$ cat config.mk
export PLATFORM = sky130hd
export DESIGN_NAME = io_in_cond
export DESIGN_NICKNAME = d
export VERILOG_FILES = /design/src/rtl/io_in_pkg.sv /design/src/rtl/debounce_bit.sv /design/src/rtl/io_in_cond.sv
export SDC_FILE = /design/constraint.sdc
export NUM_CORES = 2
export LEC_CHECK = 0
export ABC_AREA = 1
export CAP_MARGIN = 20
export CORE_ASPECT_RATIO = 0.8
export CORE_MARGIN = 1
export CORE_UTILIZATION = 56
export CTS_CLUSTER_SIZE = 8
export DETAILED_ROUTE_END_ITERATION = 7
export PLACE_DENSITY = 0.77
export SYNTH_ARGS = -nofsm -noshare
export SYNTH_HDL_FRONTEND = slang
export SYNTH_HIERARCHICAL = 1
export SYNTH_SLANG_ARGS = --single-unit
$ cat constraint.sdc
create_clock -name i_clk -period 1.9 [get_ports i_clk]
set_input_delay 0.38 -clock i_clk [delete_from_list [all_inputs] [get_ports i_clk]]
set_output_delay 0.38 -clock i_clk [all_outputs]
set_load 0.005 [all_outputs]
$ cat src/rtl/io_in_pkg.sv
// Shared constants and helpers for the board input conditioning block.
package io_in_pkg;

  localparam int unsigned IO_WIDTH         = 32;
  localparam int unsigned DEBOUNCE_DEFAULT = 500000;

  // Counter width is max(1, clog2(cycles)) so a 1- or 2-cycle debounce still has a real register.
  function automatic int unsigned cnt_width(input int unsigned cycles);
    return (cycles <= 2) ? 1 : $clog2(cycles);
  endfunction

endpackage

$ cat src/rtl/debounce_bit.sv
// One button bit: 2-flop synchroniser, stability counter, stable value and
// optional rising-edge press pulse (compiled in with IO_BTN_EDGE_EN).
module debounce_bit
  import io_in_pkg::*;
#(
  parameter int unsigned DEBOUNCE_CYCLES = DEBOUNCE_DEFAULT
) (
  input  logic clk,
  input  logic rst,
  input  logic raw,
  output logic stable,
  output logic press
);

  localparam int unsigned     CW      = cnt_width(DEBOUNCE_CYCLES);
  localparam logic [CW-1:0]   CNT_MAX = CW'(DEBOUNCE_CYCLES - 1);

  logic [1:0]    sync;
  logic [CW-1:0] cnt;
  logic          stable_q;

  always_ff @(posedge clk or posedge rst) begin
    if (rst) begin
      sync     <= '0;
      cnt      <= '0;
      stable_q <= 1'b0;
    end else begin
      sync <= {sync[0], raw};
      if (sync[1] == stable_q) begin
        cnt <= '0;
      end else if (cnt == CNT_MAX) begin
        stable_q <= sync[1];
        cnt      <= '0;
      end else begin
        cnt <= cnt + CW'(1);
      end
    end
  end

  assign stable = stable_q;

`ifdef IO_BTN_EDGE_EN
  logic stable_d;

  always_ff @(posedge clk or posedge rst) begin
    if (rst) stable_d <= 1'b0;
    else     stable_d <= stable_q;
  end

  // High for the single cycle in which stable is newly 1 and its delayed copy still 0.
  assign press = stable_q & ~stable_d;
`else
  assign press = 1'b0;
`endif

endmodule

$ cat src/rtl/io_in_cond.sv
// Board switch/button conditioning: synchronised switches, debounced buttons
// and optional press pulses (macro IO_BTN_EDGE_EN).
module io_in_cond
  import io_in_pkg::*;
#(
  parameter int unsigned DEBOUNCE_CYCLES = DEBOUNCE_DEFAULT,
  parameter int unsigned BTN_ACTIVE_LOW  = 1
) (
  input  logic                i_clk,
  input  logic                i_rst,
  input  logic [IO_WIDTH-1:0] i_sw_raw,
  input  logic [IO_WIDTH-1:0] i_btn_raw,
  output logic [IO_WIDTH-1:0] o_io_sw,
  output logic [IO_WIDTH-1:0] o_io_btn,
  output logic [IO_WIDTH-1:0] o_btn_press
);

  logic [IO_WIDTH-1:0] sw_s1;
  logic [IO_WIDTH-1:0] sw_s2;
  logic [IO_WIDTH-1:0] btn_pol;

  always_ff @(posedge i_clk or posedge i_rst) begin
    if (i_rst) begin
      sw_s1 <= '0;
      sw_s2 <= '0;
    end else begin
      sw_s1 <= i_sw_raw;
      sw_s2 <= sw_s1;
    end
  end

  assign o_io_sw = sw_s2;
  assign btn_pol = (BTN_ACTIVE_LOW != 0) ? ~i_btn_raw : i_btn_raw;

  for (genvar i = 0; i < IO_WIDTH; i++) begin : g_btn
    debounce_bit #(
      .DEBOUNCE_CYCLES(DEBOUNCE_CYCLES)
    ) u_db (
      .clk   (i_clk),
      .rst   (i_rst),
      .raw   (btn_pol[i]),
      .stable(o_io_btn[i]),
      .press (o_btn_press[i])
    );
  end

endmodule

======== Yosys cells after proc, flatten, opt, wreduce, memory -nomap -nowiden ========
Cells that the tools add are included.
storage, ports and cells
  flip-flop bits (word level) ............. 768
  input port bits ......................... 66
  output and inout bits ................... 96
  word-level logic and storage cells ...... 323
operators by class
  add/sub/neg operators ................... 32
  equal/unequal tests ..................... 64
  muxes and demuxes ....................... 64
  bitwise operators ....................... 33
  reductions and logical operators ........ 32
operators by type and width
  kind                   count
  $mux 19                64
  $add 19x1->19 const B  32
  $eq 19x19->1 const B   32
  $reduce_and 2->1       32
  $eq 1x1->1             32
  $not 1->1              32
  $not 32->32            1

======== Depth between registers and ports, before layout ========
  depth after elaboration ................. 3
  depth in mapped cells ................... 8
  depth with buffers taken out ............ 8

======== By module ========
Netlist, hierarchy kept.
by module, submodules not included
  module        instances  cells an instance  area each (um^2)  sequential area each (um^2)
  debounce_bit  32         153                1247.4            550.5
  io_in_cond    1          97                 1725.4            1601.5

======== Worst setup path after synthesis ========
OpenSTA, ideal clock, no wires.
  kind .................................... reg2reg
  start ................................... register g_btn[0].u_db.cnt[0]
  end ..................................... register g_btn[0].u_db.cnt[18]
  library setup time ...................... 0.119 ns
  arrival ................................. 1.143 ns
  required time ........................... 1.781 ns
  path slack .............................. 0.638 ns
  stages on the path, launching flop included .. 9
  path buffers ............................ 0
  clock period less this slack ............ 1.262 ns
  cell sequence ........................... dfrtp_1 > ha_1 > nand2_2 > nor2_2 > nand2_4 > nor2_2 > nand3_1 > nand3_1 > nor2_1
between the ends
  cells in the longest elaborated chain, start to end .. 3
  elaborated cells between the ends (all ways) .. 4
  classes of those cells .................. add/sub: 1; eq/ne: 1; mux: 2
ends and longest elaborated chain
  element                                               line                                    source
  start, declared                                       debounce_bit.sv:19                      logic [CW-1:0] cnt;
  start signal, assigned                                debounce_bit.sv:35                      cnt <= cnt + CW'(1);
  $add 19x1->19 / $eq 19x19->1 (equally long branches)  debounce_bit.sv:35, debounce_bit.sv:31
  $mux 19 (*)                                           debounce_bit.sv:31                      end else if (cnt == CNT_MAX) begin
  $mux 19 (*)                                           debounce_bit.sv:29                      if (sync[1] == stable_q) begin
Every way passes the cells marked *; elsewhere a longest branch is shown, timed or not.
A chain may end at the register's enable or synchronous reset.

======== Worst setup path in the final report ========
  start ................................... register g_btn[13].u_db.stable_q
  end ..................................... output o_io_btn[13]
RTL lines
  element                 line                source
  start, declared         debounce_bit.sv:20  logic stable_q;
  start signal, assigned  debounce_bit.sv:32  stable_q <= sync[1];
  end, declared           io_in_cond.sv:14    output logic [IO_WIDTH-1:0] o_io_btn,
No word-level cell between the ends.

==> impl_metrics.json <==
{
  "synth.most_common_cell": "nor2_1",
  "ys_types": 27,
  "rsz0062_at_grt": "no",
  "first_pass_iters": 7,
  "synth_top_area_share_pct": 46.15,
  "final_antenna_net_count": 0,
  "avgSynthCellArea_um2": 8.340,
  "synth-xor-area-share_pct": 5.961,
  "ys.flop_type": "dfrtp_1",
  "setup_viol": 0,
  "wl_met1_mm": 39.54,
  "rr_worst_depth": 8,
  "yosys.area_share.simple_pct": 35.38,
  "cp.buffers_inverters": 1,
  "cp_top_family": "flip-flops",
  "wl_met3_mm": 3.555,
  "netlist_area_um2": 41640,
  "routedWlPerCell_um": 12.89,
  "highest_layer": "met4",
  "worstPathCellList": "dlygate4sd2_1",
  "cts_tree": "done",
  "syn_to_final_growth_pct": 13.57,
  "synth_top_family_by_area": "simple AND/OR/NAND/NOR gates",
  "fp-row-count": 89,
  "syn_inst": 4993,
  "crit_path_max_incr_delay_ns": 0.46,
  "drt_iter0_markers": 1977,
  "overflow": 0,
  "synthTopCellsByCount": "1024 x nor2_1, 768 x dfrtp_1, 768 x nand2_1",
  "grt_pass1_wl_mm": 142.9,
  "rr_startpoint": "g_btn[14].u_db/cnt[0]",
  "finalClockSkew_ns": 0.02130,
  "endpoint": "o_io_btn[13]",
  "layout.cells.non_filler": 6279,
  "synth_area_leaders": "dfrtp_1 46%, nor2_1 9.2%, nand2_1 6.9%, inv_1 5.5%, nor2_4 4.3%",
  "pin_count": 162,
  "antenna_found_initial": 0,
  "gp_congestion": 0.8967,
  "nFillCells": 6149,
  "layout_min_cycle_time_ns": 1.779,
  "p_leak_nw": 19.70,
  "die-area_um2": 75460,
  "synth-seq-cells": 768,
  "h-tree-depth": 3,
  "hold_path.class": "in -> reg",
  "final_util_pct": 64.25,
  "worst_skew_pair.late_latency_ns": 0.66,
  "p_per_area_nw_per_um2": 734.8,
  "irDropWorstVdd_mv": 0.8892,
  "critPathKind": "reg -> out",
  "synth-seq-area-share_pct": 46.15,
  "crit_path_end_kind": "output port",
  "synthAdderAreaFrac_pct": 0.9615,
  "muxShareOfSynthArea_pct": 0,
  "vias": 31420,
  "die_y_um": 245.9,
  "reg2reg_slack_ns": 0.43,
  "cts_root_buf": "clkbuf_16",
  "place_inst": 6134,
  "grt_usage_pct": 22.27,
  "clk_pin_slew_ns": 0.05,
  "regArea_um2": 19220,
  "synth_compound_area_share_pct": 4.615,
  "cap_violations": 0,
  "fp.dieW_um": 306.9,
  "synth_fp_nets": 5091,
  "avgViaCountPerCell": 5.004,
  "slowest_stage": "dfrtp_2",
  "grt_pass1_vias": 30680,
  "cts-buffers-inserted": 106,
  "required_ns": 1.52,
  "synth_edf_count": 0,
  "finalWirelength_mm": 80.96,
  "cp_max_fo": 4,
  "drive_above_1_share_pct": 19.39,
  "place_hpwl_mm": 57.61,
  "clock_sinks": 768,
  "grt_max_degree": 23,
  "worst_pin_slew_ns": 0.5175,
  "multi_input_area_um2": 19660,
  "hold_violations": 0,
  "slew_violations": 0,
  "initial_core_util_pct": 56.58,
  "cp-start-kind": "flop",
  "yosysWarningCount": 6,
  "coreArea_um2": 73610,
  "status": "finished clean",
  "fmax_mhz": 562.3,
  "synth-async-reset-ratio_pct": 100.0,
  "hold-path-cell-count": 1,
  "arrival_ns": 1.40,
  "reg2reg_to": "g_btn[14].u_db/cnt[18]",
  "slew_headroom_pct": 65.50,
  "clock_path_buffers": 3,
  "timing.setup.tns_ns": 0,
  "met2_length_mm": 36.27,
  "drcViolationCount": 0,
  "startpoint": "g_btn[13].u_db/stable",
  "synth_largest_area_cell": "dfrtp_1",
  "io_buffers": 129,
  "cp.depth": 1,
  "fin_crit_sh_pct": 93.61,
  "nNetsFinal": 5367
}
## where the power goes
part           internal, mW  switching (mW)  total (mW)  leakage, nW
combinational         0.457           0.903        1.36         7.98
clock                  9.86            6.65        16.5         1.37
sequential             16.7           0.182        16.9         10.3
## logic make-up after synthesis
group,count (synthesis)
simple gates,2880
other cells,32
fa+ha+maj,32
flops,768
compound gates,320
xor+xnor,256
buf+inv,705
## registers in the layout (all words and copies together) (netlist names)
name	flops
g_btn.u_db/cnt	608
g_btn.u_db/sync	64
g_btn.u_db/stable	32
o_io_sw	32
sw_s1	32
## what timing repair did
item / CTS / global route
hold buffers: 1 / 0
resized for setup: 69 / 0
setup buffers: 27 / 0
endpoints found under the hold margin: 80 / 0
setup endpoints to repair: 64 / 0
## worst min path at each step
| stage | start | to | slack [ns] |
|---|---|---|---|
| final | i_sw_raw[6] | sw_s1[6] | 0.16 |
| after global routing | i_sw_raw[14] | sw_s1[14] | 0.13 |
| after CTS | i_sw_raw[3] | sw_s1[3] | 0.11 |
| after detailed placement | g_btn[12].u_db/sync[0] | g_btn[12].u_db/sync[1] | 0.33 |
| after global placement | g_btn[9].u_db/sync[0] | g_btn[9].u_db/sync[1] | 0.33 |
| after floorplan | g_btn[0].u_db/sync[0] | g_btn[0].u_db/sync[1] | 0.33 |
## cell usage in the layout, fill, tap and decap left out, types with 64 or more instances in the layout
cell type / n
buf_4: 64
nand3_1: 256
nor2_2: 160
nand2_2: 224
a21oi_1: 128
clkdlybuf4s50_1: 64
xor2_1: 160
nand3_2: 96
clkbuf_16: 107
inv_2: 64
o21ai_1: 64
nor2_1: 1024
dlygate4sd2_1: 64
inv_1: 608
nor2_4: 160
nand2_1: 768
xnor2_1: 64
dfrtp_1: 763
nand4_1: 64
## metal layers
metal	GRT usage (%)	vias to the layer above
li1	-	15930
met5	0	-
met1	32.01	14800
met4	6.309	0
met2	34.75	569
met3	3.740	125
## worst reg2reg max path, stage by stage (launching register included)
cell and delay, ns:
dfrtp_1 0.37, ha_1 0.20, nand2_2 0.10, nor2_2 0.21
nand2_4 0.11, nor2_2 0.15, nand3_1 0.09, nand3_1 0.08
nor2_1 0.05
## stage by stage
step	hold slack (ns)	setup WS, ns	cell area, um2	total power [mW]
final	0.1579	0.1215	47290	34.75
after detailed placement	0.3347	0.4574	44340	18.55
after global placement	0.3313	0.4962	44340	18.51
after floorplan	0.3312	0.6381	41650	17.98
after global routing	0.1263	0.06512	47290	36.19
after CTS	0.1078	0.06236	47290	35.36
## final cells by class
cell class / instances / area share [%]
clock buffer: 109 / 5.677
timing repair buffer: 200 / 3.841
antenna: 1 / 0.005291
tap: 1001 / 2.648
multi-input combinational: 3520 / 41.57
clock inverter: 7 / 0.2619
sequential: 768 / 40.65
inverter: 673 / 5.349
Power figures use the tool's default switching activity.
